==> src/rtl/instr_ctrl_if.sv <==
// Bus between the PIC16F instruction controller and the ALU, regfile, W, PC and stack.
// The master side is instr_ctrl.
interface instr_ctrl_if #(
    parameter int PC_WIDTH = 11
);
    logic [13:0]         instr;
    logic [7:0]          alu_out;
    logic                alu_bit_test_res;
    logic [3:0]          alu_op;
    logic                alu_d;
    logic                alu_status_wr_en;
    logic [2:0]          alu_b_in;
    logic                lit_sel;
    logic [7:0]          literal;
    logic [6:0]          f_addr;
    logic                f_wr_en;
    logic                w_wr_en;
    logic                pc_inc;
    logic                pc_load;
    logic                pc_src;
    logic [PC_WIDTH-1:0] pc_load_addr;
    logic                stack_push;
    logic                stack_pop;
    logic                flushing;
    logic                illegal_instr;

    modport master (
        input  instr, alu_out, alu_bit_test_res,
        output alu_op, alu_d, alu_status_wr_en, alu_b_in, lit_sel, literal, f_addr,
               f_wr_en, w_wr_en, pc_inc, pc_load, pc_src, pc_load_addr,
               stack_push, stack_pop, flushing, illegal_instr
    );

    modport slave (
        output instr, alu_out, alu_bit_test_res,
        input  alu_op, alu_d, alu_status_wr_en, alu_b_in, lit_sel, literal, f_addr,
               f_wr_en, w_wr_en, pc_inc, pc_load, pc_src, pc_load_addr,
               stack_push, stack_pop, flushing, illegal_instr
    );
endinterface

==> src/rtl/instr_ctrl.sv <==
// PIC16F instruction decode and Q1..Q4 sequencer: latches IR, registers decode at end of Q1,
// pulses write/PC/stack strobes in Q4 and flushes the cycle after a taken skip or branch.
module instr_ctrl #(
    parameter int PC_WIDTH = 11
) (
    input  logic          clk,
    input  logic          rst_n,
    instr_ctrl_if.master  bus
);

    localparam logic [3:0] alu_op_add    = 4'h0;
    localparam logic [3:0] alu_op_sub    = 4'h1;
    localparam logic [3:0] alu_op_and    = 4'h2;
    localparam logic [3:0] alu_op_or     = 4'h3;
    localparam logic [3:0] alu_op_xor    = 4'h4;
    localparam logic [3:0] alu_op_com    = 4'h5;
    localparam logic [3:0] alu_op_dec    = 4'h6;
    localparam logic [3:0] alu_op_inc    = 4'h7;
    localparam logic [3:0] alu_op_passlf = 4'h8;
    localparam logic [3:0] alu_op_rl     = 4'h9;
    localparam logic [3:0] alu_op_rr     = 4'hA;
    localparam logic [3:0] alu_op_swap   = 4'hB;
    localparam logic [3:0] alu_op_zero   = 4'hC;
    localparam logic [3:0] alu_op_passw  = 4'hD;
    localparam logic [3:0] alu_op_bc     = 4'hE;
    localparam logic [3:0] alu_op_bs     = 4'hF;

    typedef enum logic [1:0] {PH_Q1 = 2'd0, PH_Q2 = 2'd1, PH_Q3 = 2'd2, PH_Q4 = 2'd3} phase_t;

    phase_t      phase_r;
    logic [13:0] ir_r;
    logic        flushing_r;
    logic [3:0]  alu_op_r;
    logic        alu_d_r, status_r, lit_sel_r, pc_src_r;
    logic [2:0]  b_in_r;
    logic        wr_r, branch_r, push_r, pop_r, skip_z_r, skip_b_r, illegal_r;
    logic        f_wr_en_r, w_wr_en_r, pc_inc_r, pc_load_r;
    logic        stack_push_r, stack_pop_r, illegal_instr_r;

    logic [3:0]  dec_op_s;
    logic        dec_d_s, dec_status_s, dec_lit_s, dec_src_s;
    logic        dec_wr_s, dec_branch_s, dec_push_s, dec_pop_s;
    logic        dec_skip_z_s, dec_skip_b_s, dec_illegal_s;

    // Combinational opcode decode of the instruction register.
    always_comb begin
        dec_op_s      = alu_op_add;
        dec_d_s       = 1'b0;
        dec_status_s  = 1'b0;
        dec_lit_s     = 1'b0;
        dec_src_s     = 1'b0;
        dec_wr_s      = 1'b0;
        dec_branch_s  = 1'b0;
        dec_push_s    = 1'b0;
        dec_pop_s     = 1'b0;
        dec_skip_z_s  = 1'b0;
        dec_skip_b_s  = 1'b0;
        dec_illegal_s = 1'b0;
        case (ir_r[13:12])
            2'b00: begin
                if (ir_r[11:8] == 4'h0) begin
                    if (ir_r[7]) begin
                        dec_op_s = alu_op_passw;
                        dec_d_s  = 1'b1;
                        dec_wr_s = 1'b1;
                    end else if (ir_r == 14'h0008) begin
                        dec_branch_s = 1'b1;
                        dec_src_s    = 1'b1;
                        dec_pop_s    = 1'b1;
                    end else if (ir_r[4:0] == 5'd0) begin
                        dec_op_s = alu_op_add;
                    end else begin
                        dec_illegal_s = 1'b1;
                    end
                end else begin
                    // Byte-oriented file ops: destination from d bit, status on by default.
                    dec_wr_s     = 1'b1;
                    dec_d_s      = ir_r[7];
                    dec_status_s = 1'b1;
                end
                case (ir_r[11:8])
                    4'h0: dec_wr_s = dec_wr_s;
                    4'h1: dec_op_s = alu_op_zero;
                    4'h2: dec_op_s = alu_op_sub;
                    4'h3: dec_op_s = alu_op_dec;
                    4'h4: dec_op_s = alu_op_or;
                    4'h5: dec_op_s = alu_op_and;
                    4'h6: dec_op_s = alu_op_xor;
                    4'h7: dec_op_s = alu_op_add;
                    4'h8: dec_op_s = alu_op_passlf;
                    4'h9: dec_op_s = alu_op_com;
                    4'hA: dec_op_s = alu_op_inc;
                    4'hB: begin dec_op_s = alu_op_dec; dec_status_s = 1'b0; dec_skip_z_s = 1'b1; end
                    4'hC: dec_op_s = alu_op_rr;
                    4'hD: dec_op_s = alu_op_rl;
                    4'hE: begin dec_op_s = alu_op_swap; dec_status_s = 1'b0; end
                    4'hF: begin dec_op_s = alu_op_inc; dec_status_s = 1'b0; dec_skip_z_s = 1'b1; end
                    default: dec_illegal_s = 1'b1;
                endcase
            end
            2'b01: begin
                case (ir_r[11:10])
                    2'b00: begin dec_op_s = alu_op_bc; dec_d_s = 1'b1; dec_wr_s = 1'b1; end
                    2'b01: begin dec_op_s = alu_op_bs; dec_d_s = 1'b1; dec_wr_s = 1'b1; end
                    2'b10: begin dec_op_s = alu_op_bc; dec_skip_b_s = 1'b1; end
                    2'b11: begin dec_op_s = alu_op_bs; dec_skip_b_s = 1'b1; end
                    default: dec_illegal_s = 1'b1;
                endcase
            end
            2'b10: begin
                dec_branch_s = 1'b1;
                dec_push_s   = ~ir_r[11];
            end
            2'b11: begin
                dec_lit_s = 1'b1;
                dec_wr_s  = 1'b1;
                casez (ir_r[11:8])
                    4'b00??: dec_op_s = alu_op_passlf;
                    4'b01??: begin
                        dec_op_s     = alu_op_passlf;
                        dec_branch_s = 1'b1;
                        dec_src_s    = 1'b1;
                        dec_pop_s    = 1'b1;
                    end
                    4'b1000: begin dec_op_s = alu_op_or;  dec_status_s = 1'b1; end
                    4'b1001: begin dec_op_s = alu_op_and; dec_status_s = 1'b1; end
                    4'b1010: begin dec_op_s = alu_op_xor; dec_status_s = 1'b1; end
                    4'b110?: begin dec_op_s = alu_op_sub; dec_status_s = 1'b1; end
                    4'b111?: begin dec_op_s = alu_op_add; dec_status_s = 1'b1; end
                    default: begin dec_lit_s = 1'b0; dec_wr_s = 1'b0; dec_illegal_s = 1'b1; end
                endcase
            end
            default: dec_illegal_s = 1'b1;
        endcase
    end

    // Phase sequencer, IR/flush latch, decode register and Q4 strobe generation.
    always_ff @(posedge clk or negedge rst_n) begin
        if (!rst_n) begin
            phase_r         <= PH_Q1;
            ir_r            <= 14'h0000;
            flushing_r      <= 1'b1;
            alu_op_r        <= 4'h0;
            alu_d_r         <= 1'b0;
            status_r        <= 1'b0;
            lit_sel_r       <= 1'b0;
            pc_src_r        <= 1'b0;
            b_in_r          <= 3'd0;
            wr_r            <= 1'b0;
            branch_r        <= 1'b0;
            push_r          <= 1'b0;
            pop_r           <= 1'b0;
            skip_z_r        <= 1'b0;
            skip_b_r        <= 1'b0;
            illegal_r       <= 1'b0;
            f_wr_en_r       <= 1'b0;
            w_wr_en_r       <= 1'b0;
            pc_inc_r        <= 1'b0;
            pc_load_r       <= 1'b0;
            stack_push_r    <= 1'b0;
            stack_pop_r     <= 1'b0;
            illegal_instr_r <= 1'b0;
        end else begin
            f_wr_en_r       <= 1'b0;
            w_wr_en_r       <= 1'b0;
            pc_inc_r        <= 1'b0;
            pc_load_r       <= 1'b0;
            stack_push_r    <= 1'b0;
            stack_pop_r     <= 1'b0;
            illegal_instr_r <= 1'b0;
            case (phase_r)
                PH_Q1: begin
                    phase_r <= PH_Q2;
                    // A flushed cycle decodes as a NOP so every skip/branch flag stays clear.
                    if (flushing_r) begin
                        alu_op_r  <= 4'h0;
                        alu_d_r   <= 1'b0;
                        status_r  <= 1'b0;
                        lit_sel_r <= 1'b0;
                        pc_src_r  <= 1'b0;
                        b_in_r    <= 3'd0;
                        wr_r      <= 1'b0;
                        branch_r  <= 1'b0;
                        push_r    <= 1'b0;
                        pop_r     <= 1'b0;
                        skip_z_r  <= 1'b0;
                        skip_b_r  <= 1'b0;
                        illegal_r <= 1'b0;
                    end else begin
                        alu_op_r  <= dec_op_s;
                        alu_d_r   <= dec_d_s;
                        status_r  <= dec_status_s;
                        lit_sel_r <= dec_lit_s;
                        pc_src_r  <= dec_src_s;
                        b_in_r    <= ir_r[9:7];
                        wr_r      <= dec_wr_s;
                        branch_r  <= dec_branch_s;
                        push_r    <= dec_push_s;
                        pop_r     <= dec_pop_s;
                        skip_z_r  <= dec_skip_z_s;
                        skip_b_r  <= dec_skip_b_s;
                        illegal_r <= dec_illegal_s;
                    end
                end
                PH_Q2: phase_r <= PH_Q3;
                PH_Q3: begin
                    phase_r         <= PH_Q4;
                    f_wr_en_r       <= wr_r & alu_d_r;
                    w_wr_en_r       <= wr_r & ~alu_d_r;
                    pc_inc_r        <= ~branch_r;
                    pc_load_r       <= branch_r;
                    stack_push_r    <= push_r;
                    stack_pop_r     <= pop_r;
                    illegal_instr_r <= illegal_r;
                end
                PH_Q4: begin
                    phase_r    <= PH_Q1;
                    ir_r       <= bus.instr;
                    flushing_r <= ~flushing_r & (branch_r
                                  | (skip_z_r & (bus.alu_out == 8'h00))
                                  | (skip_b_r & bus.alu_bit_test_res));
                end
                default: phase_r <= PH_Q1;
            endcase
        end
    end

    assign bus.alu_op           = alu_op_r;
    assign bus.alu_d            = alu_d_r;
    assign bus.alu_status_wr_en = status_r;
    assign bus.alu_b_in         = b_in_r;
    assign bus.lit_sel          = lit_sel_r;
    assign bus.literal          = ir_r[7:0];
    assign bus.f_addr           = ir_r[6:0];
    assign bus.pc_src           = pc_src_r;
    assign bus.pc_load_addr     = ir_r[PC_WIDTH-1:0];
    assign bus.f_wr_en          = f_wr_en_r;
    assign bus.w_wr_en          = w_wr_en_r;
    assign bus.pc_inc           = pc_inc_r;
    assign bus.pc_load          = pc_load_r;
    assign bus.stack_push       = stack_push_r;
    assign bus.stack_pop        = stack_pop_r;
    assign bus.flushing         = flushing_r;
    assign bus.illegal_instr    = illegal_instr_r;

endmodule
==> src/flat_wrapper.sv <==
// flat-port wrapper written by rule: the top's interface ports become plain ports
module instr_ctrl_flat 
#(
    parameter int PC_WIDTH = 11
)
  (clk, rst_n, bus_instr, bus_alu_out, bus_alu_bit_test_res, bus_alu_op, bus_alu_d, bus_alu_status_wr_en, bus_alu_b_in, bus_lit_sel, bus_literal, bus_f_addr, bus_f_wr_en, bus_w_wr_en, bus_pc_inc, bus_pc_load, bus_pc_src, bus_pc_load_addr, bus_stack_push, bus_stack_pop, bus_flushing, bus_illegal_instr);
  instr_ctrl_if #(.PC_WIDTH(PC_WIDTH)) bus_i ();
  input  logic clk;
  input  logic rst_n;
  input wire logic [$bits(bus_i.instr)-1:0] bus_instr;
  input wire logic [$bits(bus_i.alu_out)-1:0] bus_alu_out;
  input wire logic [$bits(bus_i.alu_bit_test_res)-1:0] bus_alu_bit_test_res;
  output wire logic [$bits(bus_i.alu_op)-1:0] bus_alu_op;
  output wire logic [$bits(bus_i.alu_d)-1:0] bus_alu_d;
  output wire logic [$bits(bus_i.alu_status_wr_en)-1:0] bus_alu_status_wr_en;
  output wire logic [$bits(bus_i.alu_b_in)-1:0] bus_alu_b_in;
  output wire logic [$bits(bus_i.lit_sel)-1:0] bus_lit_sel;
  output wire logic [$bits(bus_i.literal)-1:0] bus_literal;
  output wire logic [$bits(bus_i.f_addr)-1:0] bus_f_addr;
  output wire logic [$bits(bus_i.f_wr_en)-1:0] bus_f_wr_en;
  output wire logic [$bits(bus_i.w_wr_en)-1:0] bus_w_wr_en;
  output wire logic [$bits(bus_i.pc_inc)-1:0] bus_pc_inc;
  output wire logic [$bits(bus_i.pc_load)-1:0] bus_pc_load;
  output wire logic [$bits(bus_i.pc_src)-1:0] bus_pc_src;
  output wire logic [$bits(bus_i.pc_load_addr)-1:0] bus_pc_load_addr;
  output wire logic [$bits(bus_i.stack_push)-1:0] bus_stack_push;
  output wire logic [$bits(bus_i.stack_pop)-1:0] bus_stack_pop;
  output wire logic [$bits(bus_i.flushing)-1:0] bus_flushing;
  output wire logic [$bits(bus_i.illegal_instr)-1:0] bus_illegal_instr;
  assign bus_i.instr = bus_instr;
  assign bus_i.alu_out = bus_alu_out;
  assign bus_i.alu_bit_test_res = bus_alu_bit_test_res;
  assign bus_alu_op = bus_i.alu_op;
  assign bus_alu_d = bus_i.alu_d;
  assign bus_alu_status_wr_en = bus_i.alu_status_wr_en;
  assign bus_alu_b_in = bus_i.alu_b_in;
  assign bus_lit_sel = bus_i.lit_sel;
  assign bus_literal = bus_i.literal;
  assign bus_f_addr = bus_i.f_addr;
  assign bus_f_wr_en = bus_i.f_wr_en;
  assign bus_w_wr_en = bus_i.w_wr_en;
  assign bus_pc_inc = bus_i.pc_inc;
  assign bus_pc_load = bus_i.pc_load;
  assign bus_pc_src = bus_i.pc_src;
  assign bus_pc_load_addr = bus_i.pc_load_addr;
  assign bus_stack_push = bus_i.stack_push;
  assign bus_stack_pop = bus_i.stack_pop;
  assign bus_flushing = bus_i.flushing;
  assign bus_illegal_instr = bus_i.illegal_instr;
  instr_ctrl #(.PC_WIDTH(PC_WIDTH)) u_core (.clk(clk), .rst_n(rst_n), .bus(bus_i));
endmodule
==> config.mk <==
export PLATFORM = sky130hd
export DESIGN_NAME = instr_ctrl_flat
export DESIGN_NICKNAME = d
export VERILOG_FILES = /design/src/rtl/instr_ctrl_if.sv /design/src/rtl/instr_ctrl.sv /design/src/flat_wrapper.sv
export SDC_FILE = /design/constraint.sdc
export NUM_CORES = 1
export LEC_CHECK = 0
export ABC_CLOCK_PERIOD_IN_PS = 3300
export CAP_MARGIN = 10
export CORE_ASPECT_RATIO = 1.2
export CORE_MARGIN = 2
export CORE_UTILIZATION = 50
export DETAILED_ROUTE_END_ITERATION = 8
export PLACE_DENSITY = 0.85
export SLEW_MARGIN = 30
export SYNTH_ARGS = -nofsm -noshare
export SYNTH_HDL_FRONTEND = slang
export SYNTH_SLANG_ARGS = --single-unit
==> constraint.sdc <==
create_clock -name clk -period 3.3 [get_ports clk]
set_clock_uncertainty 0.05 [all_clocks]
set_input_delay 0.495 -clock clk [delete_from_list [all_inputs] [get_ports clk]]
set_output_delay 0.495 -clock clk [all_outputs]
set_load 0.1 [all_outputs]
---- Yosys cells after proc, flatten, opt, wreduce, memory -nomap -nowiden ----
Index checks and enable logic that the tools add are counted.
Widths: inputs -> output; s select.
storage, ports and cells
  flip-flop bits (word level) ............. 41
  input bits .............................. 25
  output and inout port bits .............. 45
  word-level logic and storage cells ...... 131
operators by class
  equal/unequal tests ..................... 27
  mux-type cells .......................... 55
  bitwise logic cells ..................... 11
  reductions and logical operators ........ 16
operators with widths
  cell                 count
  $pmux 4 s13          1
  $mux 1               40
  $eq 4x4->1 const B   8
  $pmux 4 s5           1
  $eq 4x3->1 const B   4
  $eq 14x4->1 const B  1
  $reduce_or 2->1      7
  $eq 2x2->1 const B   6
  $mux 4               3
  $pmux 4 s3           1
  $eq 4x2->1 const B   2
  $logic_not 8->1      1
  $pmux 1 s2           4
  $pmux 2 s4           1
  $pmux 4 s2           1
  $reduce_or 7->1      1
  $eq 2x1->1 const B   3
  $eq 3x3->1 const B   2
  $logic_not 2->1      3
  $pmux 1 s3           2
  $and 1x1->1          5
  $logic_not 5->1      1
  $reduce_or 5->1      1
  $eq 4x1->1 const B   1
  other kinds (5)      9

---- Depth between registers and ports, before layout ----
Gate-level depths: netlist (run 1).
  depth after elaboration ................. 7
  mapped depth ............................ 8
  depth with buffers taken out ............ 6

---- Worst setup path after synthesis (run 1) ----
No wires, ideal clock.
  kind .................................... reg-to-reg
  start ................................... reg u_core.phase_r[0]
  end ..................................... reg u_core.status_r, in the netlist u_core.bus.alu_status_wr_en
  setup time .............................. 0.110 ns
  arrival ................................. 1.502 ns
  path slack .............................. 1.638 ns
  cell stages (with the launch flop) ...... 7
  path buffers ............................ 1
  cell sequence ........................... dfrtp_1 -> inv_1 -> ha_1 -> buf_2 -> inv_2 -> or3_1 -> o41ai_1
on the way
  word-level cells in the longest chain between the ends .. 1
RTL lines
  item                    line               text
  from (decl)             instr_ctrl.sv:30   phase_t phase_r;
  from (signal assigned)  instr_ctrl.sv:140  phase_r <= PH_Q1;
  from (signal assigned)  instr_ctrl.sv:173  phase_r <= PH_Q2;
  from (signal assigned)  instr_ctrl.sv:205  PH_Q2: phase_r <= PH_Q3;
  $logic_not 2->1         instr_ctrl.sv:171  case (phase_r)
  to (signal assigned)    instr_ctrl.sv:192  status_r <= dec_status_s;
  to (decl)               instr_ctrl.sv:34   logic alu_d_r, status_r, lit_sel_r, pc_src_r;
Every way passes these cells.
A chain may end at the register's enable or synchronous reset.

---- Worst setup path after layout (run 1) ----
  start ................................... reg u_core.ir_r[0]
  end ..................................... out bus_f_addr[0]
RTL lines
  item                    line                text
  from (decl)             instr_ctrl.sv:31    logic [13:0] ir_r;
  from (signal assigned)  instr_ctrl.sv:218   ir_r <= bus.instr;
  to (decl)               flat_wrapper.sv:19  output wire logic [$bits(bus_i.f_addr)-1:0] bus_f_addr;
No word-level cell between the ends.

==> flow_metrics.tcl, run 1 <==
set metrics [dict create \
    status "completed" \
    synth_fa_ha_area_share_pct 4.55 \
    detailed_place.area_um2 2660 \
    worst_ep_arrival_time_ns 1.86 \
    clk_path_buf_depth 2 \
    path_buf_inv 1 \
    post_synth_num_cell_types 47 \
    p_total_uw 1240 \
    report.final.slew_viol_count 0 \
    inserted_clock_buffers 5 \
    timing.critical_path.from_type "register" \
    post_cts.repair.setup_buffers 0 \
    dieArea_um2 4950 \
    vdd_ir_drop_max_v 0.000214 \
    cell_internal_pwr_uw 769 \
    power.share.clock_pct 25.7 \
    detailroute.via_count 1670 \
    finalHoldViolations 0 \
    drive_above_1_share_pct 18.7 \
    post_cts_hold_buffer_count 0 \
    tritoncts "done" \
    clockRootBuffer "sky130_fd_sc_hd__clkbuf_8" \
    yosys.area_share.xor_xnor_pct 0 \
    drtPass1Iterations 4 \
    finalWorstPathRequiredPeriod_ns 2.41 \
    setup-violations-final 0 \
    io_pins 70 \
    post_synth_arst_share_pct 100 \
    drt-initial-drc-count 54 \
    timing.setup.tns_ns 0 \
    nets 289 \
    via_count_of_the_first_global_routing_pass 1444 \
    power.leakage_uw 0.00121 \
    total_of_flip_flops_plus_latches_after_synthesis 41 \
    synth_enable_flop_cells 0 \
    initial_util_pct 52.0 \
    netlist_area_um2 2200 \
    muxShareOfSynthArea_pct 7.05 \
    placed_cells 305 \
    core.rowCount 26 \
    instances_no_fill 313 \
    globalRouteOverflowTotal 0 \
    antenna_violating_nets_post_route 0 \
    gr-usage-all-layers_pct 18.0 \
    power.share.sequential_pct 45.2 \
    vias_per_cell 5.34 \
    synth_simple_gate_area_share_pct 13.2 \
    cts.sinks 41 \
    max-cap-violations 0 \
    switching_share_pct 38.1 \
    synth-seq-area-share_pct 46.7 \
    cp_cell_sequence "clkdlybuf4s50_1" \
    critPathRequiredTime_ns 2.75 \
    grt_max_degree 42 \
    die_width_um 64.5 \
    crit_path_max_fanout 5 \
    synthFlopType "sky130_fd_sc_hd__dfrtp_1" \
    layout-area-overhead-vs-synth_pct 25.0 \
    critPathCaptureType "primary output" \
    htree_levels 2 \
    drt-total-wl_um 4250 \
    synth_fp_nets 250 \
    route.detailed.drc 0 \
    fin_crit_sh_pct 73.0 \
    critical_path.slowest_cell "sky130_fd_sc_hd__clkdlybuf4s50_1" \
    clkTransAtPathRegs_ns 0.08 \
    synth-compound-area-share_pct 14.3 \
    p_sw_uw 473 \
    comb_power_share_pct 29.1 \
    detail_route.wl_per_cell_um 13.6 \
    grt_setup_unrepaired "false" \
    netlist_instances 217 \
    hpwl_um 3060 \
    clk_latency_ns 0.30 \
    numPortBuffers 69 \
    worst_hold_path_type "input pin to async pin" \
    power.density_cell_area_nw_per_um2 451 \
    grt_antenna_before_repair 0 \
    mostFrequentLayoutCells "sky130_fd_sc_hd__clkdlybuf4s50_1, sky130_fd_sc_hd__dfrtp_1, sky130_fd_sc_hd__buf_4, sky130_fd_sc_hd__nand2_1, sky130_fd_sc_hd__inv_1" \
    design_area_um2 2750 \
    chipHeight_um 76.7 \
    family_of_cells_with_the_greatest_summed_delay_on_the_critical_path "buffers and inverters" \
    gp_routability_congestion 0.852 \
    most_common_cell_after_layout_fill_and_taps_aside "sky130_fd_sc_hd__clkdlybuf4s50_1" \
    timing.slew.headroom_pct 34.8 \
    critical_path_class "register to primary output" \
    core_area_um2 4230 \
    antenna-diode-count 0 \
    cts_resized 0 \
    max_stage_delay_ns 1.15 \
    ys.warnings.count 0 \
    max_slew.worst_pin.slew_ns 0.975 \
    synth_top_family_by_area "compound AO/OA/AOI/OAI gates" \
    maxClockFrequency_mhz 415 \
    syn_avg_cell_area_um2 10.1 \
    grt_first_pass_wirelength_um 6820 \
]
-- layer usage --
layer | part of all wire [%] | track usage (%) | vias to the layer above
li1 | - | - | 804
met1 | 40 | 21.9 | 787
met2 | 50 | 29.3 | 69
met3 | 6.6 | 3.67 | 10
met4 | 3.1 | 10.4 | 0
met5 | 0 | 0 | -
-- power groups by stage --
stage	clock network (uW)	registers, uW	logic [uW]
finish	319	561	362
detailed placement	0	570	363
global route	349	565	376
floorplan	0	645	209
global placement	0	569	360
CTS	326	560	363
-- Yosys cell counts, types with 4 or more instances --
master / number / share of area (%)
sky130_fd_sc_hd__o21ai_0: 12 / 2.7
sky130_fd_sc_hd__buf_4: 26 / 8.9
sky130_fd_sc_hd__mux2_2: 12 / 6.1
sky130_fd_sc_hd__inv_1: 16 / 2.7
sky130_fd_sc_hd__ha_1: 8 / 4.6
sky130_fd_sc_hd__a21oi_1: 4 / 0.91
sky130_fd_sc_hd__clkbuf_1: 10 / 1.7
sky130_fd_sc_hd__nor2b_1: 4 / 1.1
sky130_fd_sc_hd__nand2_1: 17 / 2.9
sky130_fd_sc_hd__o22ai_1: 5 / 1.4
sky130_fd_sc_hd__dfrtp_1: 40 / 46
sky130_fd_sc_hd__or3_1: 4 / 1.1
sky130_fd_sc_hd__nor2_1: 7 / 1.2
sky130_fd_sc_hd__and2_1: 4 / 1.1
-- flip-flops by register name, indices dropped and copies added, names as in the netlist, 2 cells and up --
| signal | flops |
|---|---|
| u_core.ir_r | 14 |
| u_core.bus.alu_op | 4 |
| u_core.bus.alu_b_in | 3 |
| u_core.phase_r | 2 |
-- kinds of logic (layout without fill, tap and decap cells) --
| logic type | after synthesis | in the layout |
|---|---|---|
| AO/OA/AOI/OAI | 46 | 46 |
| adder cells (fa/ha/maj) | 8 | 8 |
| flip-flops | 41 | 41 |
| AND/OR/NAND/NOR | 53 | 53 |
| multiplexers | 14 | 14 |
| buffers and inverters | 55 | 95 |
-- path summary, 6_finish.rpt --
path	from	end	slack, ns	depth (start not counted)
setup reg to reg	u_core.ir_r[9]	u_core.branch_r	1.36	4
min in group clk	u_core.bus.alu_d	u_core.bus.w_wr_en	0.42	1
hold reg to reg	u_core.bus.alu_d	u_core.bus.w_wr_en	0.42	1
hold / removal	rst_n	u_core.skip_z_r	0.10	1
max in group asynchronous	rst_n	u_core.bus.flushing	2.73	1
setup / recovery	u_core.ir_r[0]	bus_f_addr[0]	0.89	1
-- layout make-up --
class,instances,area (um2)
clock buffer,5,68.8
clock inverter,3,17.5
fill,346,1480
inverter,17,63.8
sequential,41,1030
multi-input combinational,121,860
timing repair buffer,70,643
tap,56,70.1
-- per-stage QoR --
step                      setup WS [ns]  util [%]  hold slack, ns
after floorplan                    1.64         -           0.149
after global placement             1.23      62.9           0.401
after detailed placement           1.22      62.9           0.413
after CTS                         0.886      65.0           0.294
after global routing              0.848      65.0           0.139
final                             0.892      65.0           0.103
Power figures use the tool's default switching activity.
==> inputs of run 2 (changes only) <==
--- a/config.mk
+++ b/config.mk
@@ -5,13 +5,13 @@
 export SDC_FILE = /design/constraint.sdc
 export NUM_CORES = 1
 export LEC_CHECK = 0
-export ABC_CLOCK_PERIOD_IN_PS = 3300
+export ABC_CLOCK_PERIOD_IN_PS = 1990
 export CAP_MARGIN = 10
 export CORE_ASPECT_RATIO = 1.2
 export CORE_MARGIN = 2
-export CORE_UTILIZATION = 50
+export CORE_UTILIZATION = 42
 export DETAILED_ROUTE_END_ITERATION = 8
-export PLACE_DENSITY = 0.85
+export PLACE_DENSITY = 0.77
 export SLEW_MARGIN = 30
 export SYNTH_ARGS = -nofsm -noshare
 export SYNTH_HDL_FRONTEND = slang
==> constraint.sdc (replaced) <==
create_clock -name clk -period 1.99 [get_ports clk]
set_clock_uncertainty 0.05 [all_clocks]
set_input_delay 0.2985 -clock clk [delete_from_list [all_inputs] [get_ports clk]]
set_output_delay 0.2985 -clock clk [all_outputs]
set_load 0.1 [all_outputs]
==> run 2 against run 1 <==
- wire length is 10% higher
- non-clock buffer count is 8 higher
- sequential power is 64% higher
- highest routed layer unchanged
- power is 91% higher
- sequential share of layout area is 1.9 points lower
- largest cell class unchanged
==> flow_metrics.tcl, run 2 (same netlist as run 1, synthesis figures left out) <==
set metrics [dict create \
    status "completed" \
    critical_path.endpoint "u_core.branch_r" \
    grt_max_degree 24 \
    drt-total-wl_um 4680 \
    clkTransAtPathRegs_ns 0.08 \
    die_width_um 70.1 \
    layout-area-overhead-vs-synth_pct 31.6 \
    regArea_um2 1030 \
    final.fill_count 428 \
    setup-violations-final 0 \
    power.density_cell_area_nw_per_um2 819 \
    inserted_clock_buffers 5 \
    critPathCaptureType "register" \
    chipHeight_um 83.3 \
    global_route.peak_usage_layer "met2" \
    timing.reg2reg.worst_path_depth 5 \
    mostFrequentLayoutCells "sky130_fd_sc_hd__buf_4, sky130_fd_sc_hd__dfrtp_1, sky130_fd_sc_hd__clkdlybuf4s50_1, sky130_fd_sc_hd__nand2_1, sky130_fd_sc_hd__inv_1" \
    core.rowCount 28 \
    hpwl_um 3500 \
    route.detailed.drc 0 \
    drtPass1Iterations 4 \
    antenna_violating_nets_post_route 0 \
    detail_route.wl_per_cell_um 14.4 \
    nets 297 \
    critPathLaunch "u_core.ir_r[12]" \
    maxClockFrequency_mhz 588 \
    max_slew.worst_pin.slew_ns 0.549 \
    tritoncts "done" \
    cp_cell_sequence "inv_1 -> ha_1 -> nor3b_2 -> a32oi_1 -> a31oi_1" \
    gr-usage-all-layers_pct 16.6 \
    multi_input_comb_area_um2 860 \
    fin_crit_sh_pct 85.4 \
    initial_util_pct 44.2 \
    placed_cells 316 \
    max-cap-violations 0 \
    r2r_slack_ns 0.29 \
    timing.critical_path.from_type "register" \
    design_area_um2 2890 \
    detailroute.via_count 1686 \
    worst_ep_arrival_time_ns 1.87 \
    drive_above_1_share_pct 29.8 \
    gp_routability_congestion 0.848 \
    cts_resized 0 \
    globalRouteOverflowTotal 0 \
    grtUsageMet3_pct 3.76 \
    via_count_of_the_first_global_routing_pass 1691 \
    clk_path_buf_depth 2 \
    dieArea_um2 5830 \
    finalWorstPathRequiredPeriod_ns 1.70 \
    antenna-diode-count 0 \
    grt_antenna_before_repair 0 \
    power.leakage_uw 0.00133 \
    post_cts.repair.setup_buffers 0 \
    critical_path.slowest_cell "sky130_fd_sc_hd__dfrtp_1" \
    r2r-start "u_core.ir_r[12]" \
    max_stage_delay_ns 0.41 \
    largest_register_ffs 14 \
    clockRootBuffer "sky130_fd_sc_hd__clkbuf_8" \
    detailed_place.area_um2 2750 \
    worst_hold_path_type "input pin to async pin" \
    gr-usage-met2_pct 28.7 \
    vias_per_cell 5.19 \
    r2r_end "u_core.branch_r" \
    critPathRequiredTime_ns 2.16 \
    instances_no_fill 325 \
    top_register "u_core.ir_r" \
    drt-initial-drc-count 68 \
    io_pins 70 \
    htree_levels 2 \
    crit_path_max_fanout 12 \
    cts.sinks 41 \
    clk_latency_ns 0.30 \
    core_area_um2 4970 \
    grt_use_met1_pct 19.9 \
    grt_setup_unrepaired "false" \
    most_common_cell_after_layout_fill_and_taps_aside "sky130_fd_sc_hd__buf_4" \
    critical_path_class "register to register" \
    finalHoldViolations 0 \
    vdd_ir_drop_max_v 0.000456 \
    timing.setup.tns_ns 0 \
    report.final.slew_viol_count 0 \
    numPortBuffers 69 \
    timing.slew.headroom_pct 63.4 \
    grt_first_pass_wirelength_um 7820 \
]
run 2: metrics by stage:
step,power (uW),util [%],setup slack [ns],hold slack [ns]
after global routing,2450,58.2,0.171,0.441
after CTS,2390,58.2,0.289,0.422
final,2370,58.2,0.290,0.416
after floorplan,1420,-,0.328,-0.0471
after global placement,1570,55.2,0.232,0.217
after detailed placement,1580,55.2,0.174,0.219
run 2: metal layers:
metal | vias to the layer above | share of wire (%)
li1 | 819 | -
met1 | 796 | 42
met2 | 66 | 50
met3 | 5 | 7.2
met4 | 0 | 1.2
met5 | - | 0
run 2: worst min-delay path by stage:
stage | cells after the start | to | slack (ns) | startpoint
2_1_floorplan | 0 | u_core.branch_r | -0.05 | rst_n
3_3_place_gp | 1 | u_core.bus.pc_inc | 0.22 | rst_n
3_5_place_dp | 1 | u_core.bus.pc_inc | 0.22 | rst_n
4_1_cts | 1 | u_core.bus.w_wr_en | 0.42 | u_core.bus.alu_d
5_1_grt | 1 | u_core.bus.w_wr_en | 0.44 | u_core.bus.alu_d
6_report | 2 | u_core.bus.pc_inc | 0.42 | rst_n
run 2: where the power goes:
part	internal (uW)	total, uW	switching (uW)	leakage (uW)
logic	181	641	460	0.000746
registers	875	918	43.1	0.000518
clock network	505	810	305	0.0000687
run 2: layout make-up:
type / count / share of cell area (%)
inverters: 17 / 2.20
repair buffers: 78 / 25.2
well taps: 60 / 2.59
flip-flops and latches: 41 / 35.5
clock buffers: 5 / 2.38
multi-input cells: 121 / 29.7
clock inverters: 3 / 2.38
run 2: repair_timing:
action,CTS,global route
hold buffers,1,0
endpoints found under the setup margin,0,0
hold endpoints to repair,18,0
run 2: critical path, delay by kind of cell (launching register included):
kind | cells | cell delay [ns]
buffers and inverters | 1 | 0.10
DFF | 1 | 0.41
adders and majority gates | 1 | 0.41
and+or+nand+nor | 1 | 0.28
AOI/OAI and AO/OA | 2 | 0.38
